$ cat src/rtl/tblink_rpc_cmd_pkg.sv
// Shared opcode, response-size and scheduler state definitions for the
// tblink RPC control endpoint.
package tblink_rpc_cmd_pkg;

  localparam logic [7:0] CMD_GET_TIME    = 8'd1;
  localparam logic [7:0] CMD_SET_TIMER   = 8'd2;
  localparam logic [7:0] CMD_RELEASE     = 8'd3;
  localparam logic [7:0] CMD_SET_DIVISOR = 8'd4;
  localparam logic [7:0] CMD_HALT        = 8'd5;

  localparam logic [7:0] RSP_SZ_NONE = 8'd0;
  localparam logic [7:0] RSP_SZ_TIME = 8'd8;

  typedef enum logic [1:0] {
    ST_HALTED   = 2'd0,
    ST_RUN      = 2'd1,
    ST_STOPPING = 2'd2
  } sched_state_e;

endpackage

$ cat src/rtl/tblink_rpc_clkdiv.sv
// Programmable divider producing the registered cclock from uclock.
// Half-period is (div+1) uclock cycles; rise/fall strobe in the cycle
// whose closing edge changes cclock. Disabled -> cclock parked low.
module tblink_rpc_clkdiv #(
  parameter int DIV_W = 32
) (
  input  logic             clk,
  input  logic             rst,
  input  logic             en,
  input  logic [DIV_W-1:0] div,
  output logic             cclock,
  output logic             rise,
  output logic             fall
);

  logic [DIV_W-1:0] div_cnt;
  logic             toggle;

  // >= rather than == so a divisor shrink below the running count
  // toggles on the next cycle instead of wrapping the counter.
  assign toggle = en && (div_cnt >= div);
  assign rise   = toggle && !cclock;
  assign fall   = toggle && cclock;

  // Half-period counter and cclock register.
  always_ff @(posedge clk or posedge rst) begin
    if (rst) begin
      div_cnt <= '0;
      cclock  <= 1'b0;
    end else if (!en) begin
      div_cnt <= '0;
      cclock  <= 1'b0;
    end else if (toggle) begin
      div_cnt <= '0;
      cclock  <= ~cclock;
    end else begin
      div_cnt <= div_cnt + 1'b1;
    end
  end

endmodule

$ cat src/rtl/tblink_rpc_cclock_sched.sv
// Controlled-clock scheduler: decodes host time commands, owns the
// HALTED/RUN/STOPPING state machine, the rising-edge counter and the
// one-shot timer, and drives the divider that generates cclock.
module tblink_rpc_cclock_sched
  import tblink_rpc_cmd_pkg::*;
#(
  parameter int COUNT_W = 64,
  parameter int DIV_W   = 32
) (
  input  logic               uclock,
  input  logic               reset,
  input  logic               cmd_put_i,
  output logic               cmd_get_o,
  input  logic [7:0]         cmd_op,
  input  logic [COUNT_W-1:0] cmd_params,
  output logic [COUNT_W-1:0] cmd_rsp,
  output logic [7:0]         cmd_rsp_sz,
  output logic               cclock,
  output logic [COUNT_W-1:0] cclock_count,
  output logic               running,
  output logic               hreq_o
);

  sched_state_e       state, state_n;
  logic               stop_timer, stop_timer_n;
  logic               hreq_n;
  logic               armed;
  logic [COUNT_W-1:0] target;
  logic [COUNT_W-1:0] count_inc;
  logic [DIV_W-1:0]   div;
  logic               rise, fall, clk_en;
  logic               cmd_valid;
  logic               do_get_time, do_set_timer, do_release, do_set_div, do_halt;
  logic               expire;

  assign cmd_valid    = (cmd_put_i != cmd_get_o);
  assign do_get_time  = cmd_valid && (cmd_op == CMD_GET_TIME);
  assign do_set_timer = cmd_valid && (cmd_op == CMD_SET_TIMER);
  assign do_release   = cmd_valid && (cmd_op == CMD_RELEASE);
  assign do_set_div   = cmd_valid && (cmd_op == CMD_SET_DIVISOR);
  assign do_halt      = cmd_valid && (cmd_op == CMD_HALT);

  assign count_inc = cclock_count + 1'b1;
  // Expiry compares against the timer as it stood before this cycle's
  // command, so a SetTimer landing on the incremented count waits a wrap.
  assign expire    = (state == ST_RUN) && rise && armed && (count_inc == target);
  assign clk_en    = (state != ST_HALTED);
  assign running   = clk_en;

  tblink_rpc_clkdiv #(
    .DIV_W (DIV_W)
  ) u_clkdiv (
    .clk    (uclock),
    .rst    (reset),
    .en     (clk_en),
    .div    (div),
    .cclock (cclock),
    .rise   (rise),
    .fall   (fall)
  );

  // Next-state logic; a timer stop raises hreq only once cclock is low.
  always_comb begin
    state_n      = state;
    stop_timer_n = stop_timer;
    hreq_n       = hreq_o;
    if (do_release) hreq_n = 1'b0;
    unique case (state)
      ST_HALTED: begin
        if (do_release) state_n = ST_RUN;
      end
      ST_RUN: begin
        if (expire) begin
          state_n      = ST_STOPPING;
          stop_timer_n = 1'b1;
        end else if (do_halt) begin
          state_n      = ST_STOPPING;
          stop_timer_n = 1'b0;
        end
      end
      ST_STOPPING: begin
        if (fall) begin
          state_n      = ST_HALTED;
          stop_timer_n = 1'b0;
          if (stop_timer) hreq_n = 1'b1;
        end
      end
      default: begin
        state_n      = ST_HALTED;
        stop_timer_n = 1'b0;
      end
    endcase
  end

  // State register, stop cause and host request level.
  always_ff @(posedge uclock or posedge reset) begin
    if (reset) begin
      state      <= ST_HALTED;
      stop_timer <= 1'b0;
      hreq_o     <= 1'b0;
    end else begin
      state      <= state_n;
      stop_timer <= stop_timer_n;
      hreq_o     <= hreq_n;
    end
  end

  // Rising-edge counter and one-shot timer; a SetTimer overrides expiry.
  always_ff @(posedge uclock or posedge reset) begin
    if (reset) begin
      cclock_count <= '0;
      armed        <= 1'b0;
      target       <= '0;
    end else begin
      if (rise) cclock_count <= count_inc;
      if (expire) armed <= 1'b0;
      if (do_set_timer) begin
        if (|cmd_params) begin
          target <= cclock_count + cmd_params;
          armed  <= 1'b1;
        end else begin
          armed  <= 1'b0;
        end
      end
    end
  end

  // Divisor register, applied to the divider from the next cycle on.
  always_ff @(posedge uclock or posedge reset) begin
    if (reset) begin
      div <= '0;
    end else if (do_set_div) begin
      div <= cmd_params[DIV_W-1:0];
    end
  end

  // Command completion: toggle get and present the response together.
  always_ff @(posedge uclock or posedge reset) begin
    if (reset) begin
      cmd_get_o  <= 1'b0;
      cmd_rsp    <= '0;
      cmd_rsp_sz <= RSP_SZ_NONE;
    end else if (cmd_valid) begin
      cmd_get_o <= ~cmd_get_o;
      if (do_get_time) begin
        cmd_rsp    <= cclock_count;
        cmd_rsp_sz <= RSP_SZ_TIME;
      end else begin
        cmd_rsp    <= '0;
        cmd_rsp_sz <= RSP_SZ_NONE;
      end
    end
  end

endmodule
$ cat config.mk
export PLATFORM = sky130hd
export DESIGN_NAME = tblink_rpc_cclock_sched
export DESIGN_NICKNAME = d
export VERILOG_FILES = /design/src/rtl/tblink_rpc_cmd_pkg.sv /design/src/rtl/tblink_rpc_clkdiv.sv /design/src/rtl/tblink_rpc_cclock_sched.sv
export SDC_FILE = /design/constraint.sdc
export NUM_CORES = 1
export LEC_CHECK = 0
export ABC_AREA = 1
export ABC_CLOCK_PERIOD_IN_PS = 23400
export CORE_MARGIN = 2
export CORE_UTILIZATION = 55
export DETAILED_ROUTE_END_ITERATION = 6
export HOLD_SLACK_MARGIN = 0.12
export PLACE_DENSITY_LB_ADDON = 0.12
export REMOVE_ABC_BUFFERS = 1
export SETUP_SLACK_MARGIN = 0.2
export SYNTH_ARGS = -nofsm -noshare
export SYNTH_HDL_FRONTEND = slang
export SYNTH_HIERARCHICAL = 1
export SYNTH_SLANG_ARGS = --single-unit
$ cat constraint.sdc
create_clock -name uclock -period 23.4 [get_ports uclock]
set_input_delay 4.68 -clock uclock [delete_from_list [all_inputs] [get_ports uclock]]
set_output_delay 4.68 -clock uclock [all_outputs]
set_load 0.01 [all_outputs]
==> flow_results.org <==
** Yosys
- In this run the mean area of a mapped cell was 6.94 µm².
- The biggest area contributor in the post-synthesis netlist is sky130_fd_sc_hd__dfrtp_1.
- Ranked by total cell area, the synthesized netlist is headed by sky130_fd_sc_hd__dfrtp_1, sky130_fd_sc_hd__nand2_1, sky130_fd_sc_hd__inv_1, sky130_fd_sc_hd__o21ai_0, sky130_fd_sc_hd__nor2_1.
- Warnings, synthesis :: 6
- The cell count after synthesis came out at 2783.
- Dominant register cell in the synthesized netlist :: sky130_fd_sc_hd__dfrtp_1
- After synthesis, the share of flip-flops with an asynchronous set or reset is 1.00.
- Post-synth cell types :: 55
- EDFF count, synth :: 0
- Synthesized cell area :: roughly 0.019 mm²
- Top cells by count, synth :: sky130_fd_sc_hd__nand2_1, sky130_fd_sc_hd__inv_1, sky130_fd_sc_hd__nor2_1
- Share of the synthesized area in the top cell type :: 0.342
- Among all cell types in the netlist, the one instantiated most often is sky130_fd_sc_hd__nand2_1.
- Sequential cell area fraction in the yosys report :: 0.342
- Total of flip-flops plus latches after synthesis :: 264

** Final layout
- Total area of multi-input combinational cells :: 0.0111 mm²
- The finished cells cover around 0.023 mm².
- Ant. Diodes :: 0
- Across the whole layout, storage elements account for 0.00661 mm².
- Leaving out filler cells and counting taps, the final layout contains 3458.
- Layout overhead on the synthesized area :: 18.5%
- The layout has ~3000 filler cells.
- In the final design database the tool counted approximately 3200 nets.
- Fraction of layout instances using a drive strength above 1 :: 0.0666

** Place
- At the end of routability-driven placement, the weighted congestion stood at around 1.1.
- Cell area after placement :: about 0.022 mm²
- Detailed placement finished with a half-perimeter wire length of 59900 µm.
- Port Buffer Count :: 207
- Number of cells in the design after placement :: 3404

** Floorplan
- Core Region :: 0.0345 mm²
- Cell row count :: 68
- For this configuration, the core starts out at a cell density of 0.559.
- During I/O placement, the number of pins put on the boundary was 215.
- Measured along the y axis, the die boundary spans 191 µm.
- The die covers about 0.037 mm².
- Floorplan die width :: 191 µm

** Pwr
- Pleak :: 10.3 nW
- The worst-case IR drop observed on VDD is 0.0660 mV.
- Dividing total power by cell area gives a power density of 53.1 mW/mm².

** Worst setup path
- At the worst endpoint, the required time is about 24 ns.
- For this run, the slowest stage of the critical path takes 0.62 ns.
- CP max stage cell :: sky130_fd_sc_hd__nor4_1
- Category of the worst setup path capture point :: flop
- Critical Path AT :: 8.05 ns
- Cell-by-cell trace of the critical path :: clkdlybuf4s50_1, nor4_1, nand4_1, nor2_1, nand2_1, nand2_1, buf_4, clkinv_1, buf_4, nand3b_1, o21ai_0
- Worst setup SP type :: input port
- In this run the worst path has a maximum fanout of 46.
- The cell family contributing the most delay on the critical path is buffers and inverters.
- Counting both buffers and inverters, the worst setup path holds a total of 4.
- The critical path in this run is classified as input port to flop.

** Clock network
- The tree built by TritonCTS fans out to 264 sinks.
- TritonCTS built the clock tree.
- Once the clock tree was built, the resizer swapped 0 gates to a different size.
- The longest clock path from root to sink contains 3 buffers.
- Register clock-pin slew on the reported worst setup and hold paths :: 0.07 ns
- Buffers inserted during clock tree synthesis total 29.
- Root buffer cell :: sky130_fd_sc_hd__clkbuf_16
- Hold-fix buffers, CTS :: 0
- H-tree depth :: 1
- For the worst-skew pair, the clock arrives at the later sink with an insertion delay of 0.59 ns.
- In this run the post-CTS setup repair buffer count came out at 0.

** Route
- The first detailed-routing pass took 6 iterations.
- For this run, design rule violations remaining after detail routing come to 0.
- Summed over all layers, the routed wires come to between 70000 and 80000 µm.
- After the first detailed-routing iteration, the DRC count stood at between 2000 and 2500.
- Wirelength per Cell :: 22.0 µm
- In this run the remaining antenna-violating nets after routing total 0.
- Detailed routing inserted a total of ~21000 vias.
- Routed via count divided by cell count :: around 6

** STA
- The final count of hold timing violations was 0.
- Hold Slack :: 0.492 ns
- Number of pins exceeding their max-slew limit in the final report :: 0
- Setup repair after global routing left no endpoint under its margin.
- After layout, the minimum clock period comes to approximately 7.6 ns.
- Measured slew at the worst slew-check pin :: 1.02 ns
- Headroom to the max-slew limit :: 0.321
- Derived from the worst setup path, the maximum achievable clock frequency is 0.131 GHz.
- Number of failing setup endpoints in the final timing report :: 0
- Of the available clock period, the critical path in the final layout requires 0.326.
- Post-Route Setup TNS :: 0 ns
- Final clock skew :: between 0.01 and 0.015 ns

** Global routing
- After global routing the overflow that remains totals 0.
- Largest net degree at the start of global routing :: 104
- The number of antenna violations at the first check in global routing is 0.
- Across every metal layer, demand over resource in global routing totals 0.417.
- The first global-routing pass estimated 116000 µm of wire.
- Vias in the first global route :: 20500

** Run
- Max-cap violations :: 0

** Outcome
- The run finished with clean final reports.

** Worst hold path
- The min-delay analysis places its worst path in the category flop to flop.
flip-flops by register name, summed over array words and instances, names as in the netlist:
signal            flops
u_clkdiv/cclock       1
cclock_count         64
cmd_rsp_sz            1
state                 2
armed                 1
u_clkdiv/div_cnt     32
div                  32
hreq_o                1
stop_timer            1
cmd_rsp              64
cmd_get_o             1
target               64
worst reg2reg max path: cells and delay by family, from the launching register on:
family                     cells  cell delay, ns
adders and majority gates      1            0.35
buffers and inverters          4            0.64
DFF                            1            0.46
and+or+nand+nor               24            2.85
where the power goes:
group	switching [mW]	internal (mW)	leakage, nW
logic	0.133	0.0633	6.27
clock network	0.215	0.313	0.520
registers	0.0187	0.472	3.49
cells in the final DEF, fill, tap and decap left out, types with 11 or more instances in the layout:
cell,n
sky130_fd_sc_hd__clkdlybuf4s50_1,207
sky130_fd_sc_hd__mux2_2,25
sky130_fd_sc_hd__buf_4,11
sky130_fd_sc_hd__nor2_2,19
sky130_fd_sc_hd__nand2_2,21
sky130_fd_sc_hd__nor4_1,29
sky130_fd_sc_hd__nor3_1,25
sky130_fd_sc_hd__ha_1,97
sky130_fd_sc_hd__inv_2,11
sky130_fd_sc_hd__nand3b_1,15
sky130_fd_sc_hd__inv_1,360
sky130_fd_sc_hd__nand4_1,29
sky130_fd_sc_hd__o21ai_0,264
sky130_fd_sc_hd__nand2_1,738
sky130_fd_sc_hd__nor2_1,326
sky130_fd_sc_hd__clkbuf_16,29
sky130_fd_sc_hd__nand3_1,150
sky130_fd_sc_hd__nor2_4,11
sky130_fd_sc_hd__dfrtp_1,264
sky130_fd_sc_hd__a31oi_1,24
sky130_fd_sc_hd__a21oi_1,129
sky130_fd_sc_hd__o21ai_1,16
sky130_fd_sc_hd__or2_2,23
sky130_fd_sc_hd__xor2_1,55
final cells by class:
type / instances / share of cell area
flip-flops and latches: 264 / 0.289
clock buffers: 36 / 0.0355
multi-input cells: 2093 / 0.484
inverters: 374 / 0.0617
clock inverters: 18 / 0.0114
repair buffers: 218 / 0.0942
well taps: 455 / 0.0249
stage by stage:
| stage | total power [mW] | util | worst slack (ns) |
|---|---|---|---|
| final | 1.21 | 0.662 | 15.78 |
| after CTS | 1.21 | 0.662 | 15.95 |
| after detailed placement | 0.687 | 0.631 | 15.36 |
| after floorplan | 0.608 | - | 12.39 |
| after global routing | 1.25 | 0.662 | 15.64 |
| after global placement | 0.680 | 0.631 | 15.38 |
cell families (layout without fill, tap and decap cells):
logic type | after synthesis | after routing | synth area share
AOI/OAI and AO/OA | 474 | 474 | 0.131
other | 1 | 7 | 0.000194
muxes | 25 | 25 | 0.0146
buffers and inverters | 432 | 646 | 0.0859
and+or+nand+nor | 1413 | 1413 | 0.319
DFF | 264 | 264 | 0.342
xor gates and xnor gates | 76 | 76 | 0.0424
adders and majority gates | 98 | 98 | 0.0639
path summary, 6_finish.rpt:
| check | startpoint | cells after the start | to | slack (ns) |
|---|---|---|---|---|
| worst max-delay path | cmd_params[44] | 11 | target[37]$_DFFE_PP0P_ | 15.78 |
| min in group asynchronous | reset | 2 | div[22]$_DFFE_PP0P_ | 4.59 |
| max in group asynchronous | reset | 3 | cmd_rsp[51]$_DFFE_PP0P_ | 17.16 |
| worst max register to register | u_clkdiv/div_cnt[7]$_DFF_PP0_ | 29 | stop_timer$_DFFE_PP0P_ | 18.99 |
| worst min-delay path | cmd_rsp[29]$_DFFE_PP0P_ | 2 | cmd_rsp[29]$_DFFE_PP0P_ | 0.49 |
| worst min register to register | cmd_rsp[29]$_DFFE_PP0P_ | 2 | cmd_rsp[29]$_DFFE_PP0P_ | 0.49 |
routing by layer:
layer  GRT usage  up-vias  share of wire
met5           0        -              0
met4       0.279        0          0.081
met3      0.0676      336          0.084
met2       0.687     1181           0.46
met1       0.502     9744           0.38
li1            -     9446              -
Note: power is estimated with default switching activity, not from simulation.
